### config.mk
export PLATFORM = sky130hd
export DESIGN_NAME = line_follow_ctrl
export DESIGN_NICKNAME = d
export VERILOG_FILES = /design/src/rtl/line_follow_ctrl.sv
export SDC_FILE = /design/constraint.sdc
export NUM_CORES = 1
export LEC_CHECK = 0
export ABC_AREA = 1
export CORE_MARGIN = 5
export CORE_UTILIZATION = 40
export DETAILED_ROUTE_END_ITERATION = 6
export GPL_ROUTABILITY_DRIVEN = 0
export GPL_TIMING_DRIVEN = 1
export PLACE_DENSITY = 0.68
export RECOVER_POWER = 25
export SKIP_CTS_REPAIR_TIMING = 1
export SLEW_MARGIN = 25
export SYNTH_ARGS = -nofsm -noshare
export SYNTH_HDL_FRONTEND = slang
export SYNTH_SLANG_ARGS = --single-unit
### constraint.sdc
create_clock -name clk_in -period 2.99 [get_ports clk_in]
set_clock_uncertainty 0.1 [all_clocks]
set_input_delay 0.598 -clock clk_in [delete_from_list [all_inputs] [get_ports clk_in]]
set_output_delay 0.598 -clock clk_in [all_outputs]
set_load 0.01 [all_outputs]
### src/rtl/line_follow_ctrl.sv
// Two-sensor line follower: synchronizer, debounce, steering FSM, speed mapping and dual PWM.
// Build option: define SPIN_TURN_EN for pivot turns (inner wheel stopped in TURN_L/TURN_R).
module line_follow_ctrl #(
    parameter int unsigned DEBOUNCE_CYCLES = 16,
    parameter int unsigned PRESCALE        = 1,
    parameter int unsigned LOST_TIMEOUT    = 1024
) (
    input  logic       clk_in,
    input  logic       rst_in,
    input  logic       enable,
    input  logic [1:0] sensors,
    input  logic [5:0] speed,
    output logic [5:0] speed_l,
    output logic [5:0] speed_r,
    output logic       pwm_l,
    output logic       pwm_r,
    output logic [2:0] state
);

    typedef enum logic [2:0] {
        IDLE    = 3'd0,
        FORWARD = 3'd1,
        TURN_L  = 3'd2,
        TURN_R  = 3'd3,
        SEARCH  = 3'd4,
        STOP    = 3'd5
    } state_t;

    localparam logic [15:0] DEB_LAST  = 16'(DEBOUNCE_CYCLES - 1);
    localparam logic [15:0] PRE_LAST  = 16'(PRESCALE - 1);
    localparam logic [19:0] LOST_LAST = 20'(LOST_TIMEOUT - 1);

    logic [1:0]  r_sync1;
    logic [1:0]  r_sync2;
    logic [15:0] r_stable_cnt;
    logic [1:0]  r_accepted;
    state_t      r_state;
    state_t      w_next;
    logic [19:0] r_lost;
    logic [5:0]  w_inner;
    logic [5:0]  r_speed_l;
    logic [5:0]  r_speed_r;
    logic [15:0] r_presc;
    logic        w_tick;
    logic [5:0]  r_pwm_cnt;
    logic [5:0]  r_duty_l;
    logic [5:0]  r_duty_r;
    logic        r_pwm_l;
    logic        r_pwm_r;

    // A pending change is visible as sync1 != sync2, so the count restarts on the
    // same edge the new pattern lands in sync2.
    always_ff @(posedge clk_in) begin
        if (rst_in) begin
            r_sync1      <= '0;
            r_sync2      <= '0;
            r_stable_cnt <= '0;
            r_accepted   <= '0;
        end else begin
            r_sync1 <= sensors;
            r_sync2 <= r_sync1;
            if (r_sync1 != r_sync2)
                r_stable_cnt <= '0;
            else if (r_stable_cnt != '1)
                r_stable_cnt <= r_stable_cnt + 16'd1;
            if (r_stable_cnt == DEB_LAST)
                r_accepted <= r_sync2;
        end
    end

    always_comb begin
        w_next = r_state;
        if (!enable) begin
            w_next = IDLE;
        end else if (r_state == IDLE) begin
            w_next = FORWARD;
        end else begin
            case (r_accepted)
                2'b11:   w_next = FORWARD;
                2'b10:   w_next = TURN_L;
                2'b01:   w_next = TURN_R;
                default: begin
                    if (r_state == STOP)
                        w_next = STOP;
                    else if (r_state == SEARCH && r_lost == LOST_LAST)
                        w_next = STOP;
                    else
                        w_next = SEARCH;
                end
            endcase
        end
    end

    // Holding the timer at zero outside SEARCH gives a clean start on every entry.
    always_ff @(posedge clk_in) begin
        if (rst_in) begin
            r_state <= IDLE;
            r_lost  <= '0;
        end else begin
            r_state <= w_next;
            if (r_state != SEARCH)
                r_lost <= '0;
            else if (r_lost != LOST_LAST)
                r_lost <= r_lost + 20'd1;
        end
    end

`ifdef SPIN_TURN_EN
    assign w_inner = '0;
`else
    assign w_inner = speed >> 1;
`endif

    always_ff @(posedge clk_in) begin
        if (rst_in) begin
            r_speed_l <= '0;
            r_speed_r <= '0;
        end else begin
            case (r_state)
                FORWARD: begin r_speed_l <= speed;      r_speed_r <= speed;      end
                TURN_L:  begin r_speed_l <= w_inner;    r_speed_r <= speed;      end
                TURN_R:  begin r_speed_l <= speed;      r_speed_r <= w_inner;    end
                SEARCH:  begin r_speed_l <= speed >> 2; r_speed_r <= speed >> 2; end
                default: begin r_speed_l <= '0;         r_speed_r <= '0;         end
            endcase
        end
    end

    assign w_tick = (r_presc == PRE_LAST);

    // Duty is only refreshed at the 63 -> 0 wrap so a period never changes mid-way.
    always_ff @(posedge clk_in) begin
        if (rst_in) begin
            r_presc   <= '0;
            r_pwm_cnt <= '0;
            r_duty_l  <= '0;
            r_duty_r  <= '0;
            r_pwm_l   <= 1'b0;
            r_pwm_r   <= 1'b0;
        end else begin
            r_presc <= w_tick ? '0 : r_presc + 16'd1;
            if (w_tick) begin
                r_pwm_cnt <= r_pwm_cnt + 6'd1;
                if (r_pwm_cnt == 6'd63) begin
                    r_duty_l <= r_speed_l;
                    r_duty_r <= r_speed_r;
                end
            end
            r_pwm_l <= (r_pwm_cnt < r_duty_l);
            r_pwm_r <= (r_pwm_cnt < r_duty_r);
        end
    end

    assign speed_l = r_speed_l;
    assign speed_r = r_speed_r;
    assign pwm_l   = r_pwm_l;
    assign pwm_r   = r_pwm_r;
    assign state   = r_state;

endmodule
Word level (Yosys, flattened, before mapping) --
Cells that the tools add are included.
Word-level totals: input bits 11, bits in registers 93, logic and storage cells 54, output and inout port bits 17
Cells by class: $add $sub $neg 4, mux-type cells 6, $lt $le $gt $ge 2, bitwise logic cells 1, equal/unequal tests 15, reduce and logical (&&, ||, !) cells 11
Operators by type and width (number):
- $pmux W6 S3 | 2
- $add A16 B1 Y16 const B | 2
- $add A20 B1 Y20 const B | 1
- $eq A20 B10 Y1 const B | 1
- $ne A20 B10 Y1 const B | 1
- $eq A16 B4 Y1 const B | 1
- $logic_not A16 Y1 | 1
- $ne A16 B16 Y1 const B | 1
- $lt A6 B6 Y1 | 2
- $reduce_or A2 Y1 | 6
- $pmux W3 S3 | 1
- $add A6 B1 Y6 const B | 1
- $eq A3 B2 Y1 const B | 2
- $eq A3 B3 Y1 const B | 2
- $eq A6 B6 Y1 const B | 1
- $eq A2 B2 Y1 const B | 2
- $eq A3 B1 Y1 const B | 1
- $logic_not A3 Y1 | 1
- $mux W1 | 3
- $ne A3 B3 Y1 const B | 1
- $reduce_or A3 Y1 | 1
- $eq A2 B1 Y1 const B | 1
- $ne A2 B2 Y1 | 1
- $reduce_and A2 Y1 | 1
- 2 further kinds | 2

Longest topological paths before layout --
depth after elaboration 6, depth in mapped cells 9, mapped depth without buffers 9

Least setup slack after synthesis --
OpenSTA, ideal clock, no wires.
kind register -> register, start register r_stable_cnt[0], end register r_stable_cnt[0], required time 2.771 ns, clock period less this slack 1.560 ns, setup time 0.119 ns, arrival time 1.341 ns, stages on the path, launching flop included 8, path slack 1.430 ns, buffers on the path 1, cell sequence dfxtp_1 > ha_1 > nand3_2 > nor3_4 > nand2_2 > buf_6 > nand2_1 > a21oi_1
Between the ends: word-level cells in the longest chain between the ends 1, elaborated cells on any way between the ends 2, those cells by class 1 x add/sub; 1 x eq/ne
Ends and longest elaborated chain:
- start, declared | line 35 | logic [15:0] r_stable_cnt;
- start signal, assigned | line 65 | r_stable_cnt <= r_stable_cnt + 16'd1;
- $add A16 B1 Y16 or $ne A16 B16 Y1 (tied branches) | line 65, 64
Several ways; a longest one is shown, not always the timed one. A chain may end at the register's enable or synchronous reset.

Worst setup path after layout --
start input port rst_in, end register r_stable_cnt[2]
Between the ends: word-level cells in the longest chain between the ends 1
Ends and longest elaborated chain:
- start, declared | line 9 | input logic rst_in,
- $reduce_or A2 Y1 (no source line)
No other way between the ends.

==> flow_metrics.tcl <==
set metrics [dict create \
    via_per_inst 4.82 \
    slew_headroom_pct 43.4 \
    powerDensity_nw_per_um2 447 \
    crit_start "rst_in" \
    num_rows 40 \
    syn_area_per_cell_sq_um 6.90 \
    crit_required_ps 3150 \
    cp.arrival_ps 2510 \
    ant_nets 0 \
    hp-class "reg -> reg" \
    cts_tree "done" \
    r2r_start "r_stable_cnt[0]$_SDFFE_PP0P_" \
    grt_max_degree 21 \
    cp_max_fo 19 \
    ys_ff_latch 93 \
    yosys_warnings 0 \
    ys_seq_area_share_pct 38.2 \
    wl_per_cell_um 11.3 \
    fmax_mhz 424 \
    overflow 0 \
    leakagePower_nw 2.22 \
    clockBufferDepth 2 \
    clk_pin_slew_ps 70 \
    drtIter0Drc 250 \
    fin_cells 890 \
    finalCritPeriodShare_pct 78.8 \
    dieWidth_um 120 \
    synthCells 707 \
    hold_ws_ps 348 \
    cts-root-buf "clkbuf_16" \
    htreeDepth 3 \
    synth_area_leaders "dfxtp_1 (38%), nand2_1 (14%), inv_1 (8.0%), nor2_1 (6.5%), ha_1 (4.6%)" \
    routed_wirelength_mm 10.1 \
    min_period_ps 2360 \
    drtPass1Iterations 5 \
    hold_viol_final 0 \
    drive_above_1_share_pct 7.27 \
    route.vias.total 4290 \
    die-area_sq_um 14500 \
    post-synth-top-area-fraction_pct 38.2 \
    nNetsFinal 767 \
    fin_setup_tns_ps 0 \
    syn-num-nets 736 \
    finalMaxSlewViolations 0 \
    syn_area_sq_um 4880 \
    route.detailed.drc 0 \
    cts_buffers 9 \
    rsz0062_at_grt "no" \
    dp_hpwl_mm 7.52 \
    core_sq_um 12000 \
    antenna_found_initial 0 \
    start_util_pct 40.8 \
    clkLatencyLatePin_ps 340 \
    critical_path_class "in -> reg" \
    grt_pass1_wl_mm 18.2 \
    setup_violations 0 \
    fill_cells 1214 \
    synth.distinct_cells 35 \
    syn2layout_area_growth_pct 14.3 \
    chipHeight_um 120 \
    maxCapViolCount 0 \
    min_from "r_sync1[1]$_SDFF_PP0_" \
    cts.sinks 93 \
    cp-end-kind "flop" \
    yosys.area.top_type "dfxtp_1" \
    diodes 0 \
    peakVddDrop_uv 217 \
    grt_usage_pct 15.0 \
    status "complete, no violations" \
    utilization_pct 46.6 \
    first_global_vias 4075 \
    worst_pin_slew_ps 849 \
    num_io_pins 28 \
    start_kind "primary input" \
    port_buffers 27 \
    setup_ws_ps 633 \
    pre_cts_ws_ps 636 \
    place_inst 874 \
]
-- path summary, 6_finish.rpt --
kind | endpoint | slack [ps] | cells past startpoint
worst max-delay path | r_stable_cnt[2]$_SDFFE_PP0P_ | 630 | 5
worst min-delay path | r_sync2[1]$_SDFF_PP0_ | 350 | 2
worst max register to register | r_stable_cnt[1]$_SDFFE_PP0P_ | 1010 | 7
worst min register to register | r_sync2[1]$_SDFF_PP0_ | 350 | 2
-- power breakdown --
part | total [W] | switching [W] | internal, W
Sequential | 0.00127 | 0.0000181 | 0.00126
Clock | 0.00110 | 0.000483 | 0.000614
Combinational | 0.000119 | 0.0000640 | 0.0000552
Total | 0.00249 | 0.000566 | 0.00193
-- state kept, by name, indices dropped and copies added (netlist names), 3 cells and up --
name	flops
r_lost	20
speed_l	6
r_stable_cnt	16
state	3
r_pwm_cnt	6
r_duty_r	6
r_duty_l	6
speed_r	6
r_presc	16
-- stage by stage --
| stage | power, W | area (sq um) |
|---|---|---|
| 2_1_floorplan | 0.00137 | 4880 |
| 3_3_place_gp | 0.00142 | 5300 |
| 3_5_place_dp | 0.00142 | 5300 |
| 4_1_cts | 0.00252 | 5580 |
| 5_1_grt | 0.00260 | 5570 |
| 6_report | 0.00249 | 5570 |
-- routing by layer --
| layer | share of wire (%) | routed length [um] | GRT usage (%) | vias to the layer above |
|---|---|---|---|---|
| li1 | - | - | - | 2317 |
| met1 | 48 | 4840 | 19.2 | 1924 |
| met2 | 48 | 4870 | 25.3 | 42 |
| met3 | 2.9 | 297 | 3.70 | 7 |
| met4 | 0.71 | 72 | 3.68 | 0 |
| met5 | 0 | 0 | 0 | - |
-- final cells by class --
class | count | area, sq um | area share [%]
multi-input cells | 486 | 2500 | 44.9
flip-flops and latches | 93 | 1860 | 33.4
inverters | 116 | 435 | 7.81
repair buffers | 32 | 304 | 5.46
clock buffers | 12 | 256 | 4.60
well taps | 147 | 184 | 3.30
clock inverters | 4 | 30.0 | 0.539
-- cells in the mapped netlist, drive strengths merged --
cell and n:
a21oi 38, a22oi 1, a31oi 14, and3 1, buf 10, clkbuf 2, clkinv 3, dfxtp 93
ha 18, inv 113, nand2 182, nand3 42, nand3b 4, nand4 28, nor2 91, nor3 19
nor3b 2, o211ai 5, o21a 3, o21ai 14, or2 8, xnor2 3, xor2 13
-- cells by family after synthesis --
| logic type | synth area share, % |
|---|---|
| AND/OR/NAND/NOR | 35.4 |
| XOR/XNOR | 2.87 |
| buffers and inverters | 10.4 |
| AO/OA/AOI/OAI | 8.52 |
| adder cells (fa/ha/maj) | 4.62 |
| flip-flops | 38.2 |
-- critical path, stage by stage --
cell	delay (ps)
dlygate4sd3_1	550
clkbuf_1	370
nor3_2	590
inv_2	210
a31oi_1	190
-- cell usage in the layout, fill, tap and decap left out, types with 2 or more instances in the layout --
| master | synthesis | final |
|---|---|---|
| a21oi_1 | 38 | 38 |
| a31oi_1 | 14 | 14 |
| buf_4 | 0 | 4 |
| clkbuf_1 | 2 | 2 |
| clkbuf_16 | 0 | 9 |
| clkbuf_8 | 0 | 2 |
| clkdlybuf4s50_1 | 0 | 26 |
| clkinv_1 | 3 | 3 |
| dfxtp_1 | 93 | 93 |
| ha_1 | 18 | 18 |
| inv_1 | 104 | 104 |
| inv_2 | 9 | 9 |
| inv_6 | 0 | 2 |
| nand2_1 | 180 | 180 |
| nand2_2 | 2 | 2 |
| nand3_1 | 34 | 35 |
| nand3_2 | 8 | 7 |
| nand3b_1 | 4 | 4 |
| nand4_1 | 28 | 28 |
| nor2_1 | 85 | 85 |
| nor2_2 | 5 | 5 |
| nor3_1 | 12 | 12 |
| nor3_2 | 4 | 4 |
| nor3_4 | 3 | 3 |
| nor3b_1 | 2 | 2 |
| o211ai_1 | 5 | 5 |
| o21a_1 | 3 | 3 |
| o21ai_0 | 13 | 13 |
| or2_1 | 3 | 3 |
| or2_2 | 4 | 4 |
| xnor2_1 | 3 | 3 |
| xor2_1 | 13 | 13 |
Note: power is estimated with default switching activity, not from simulation.
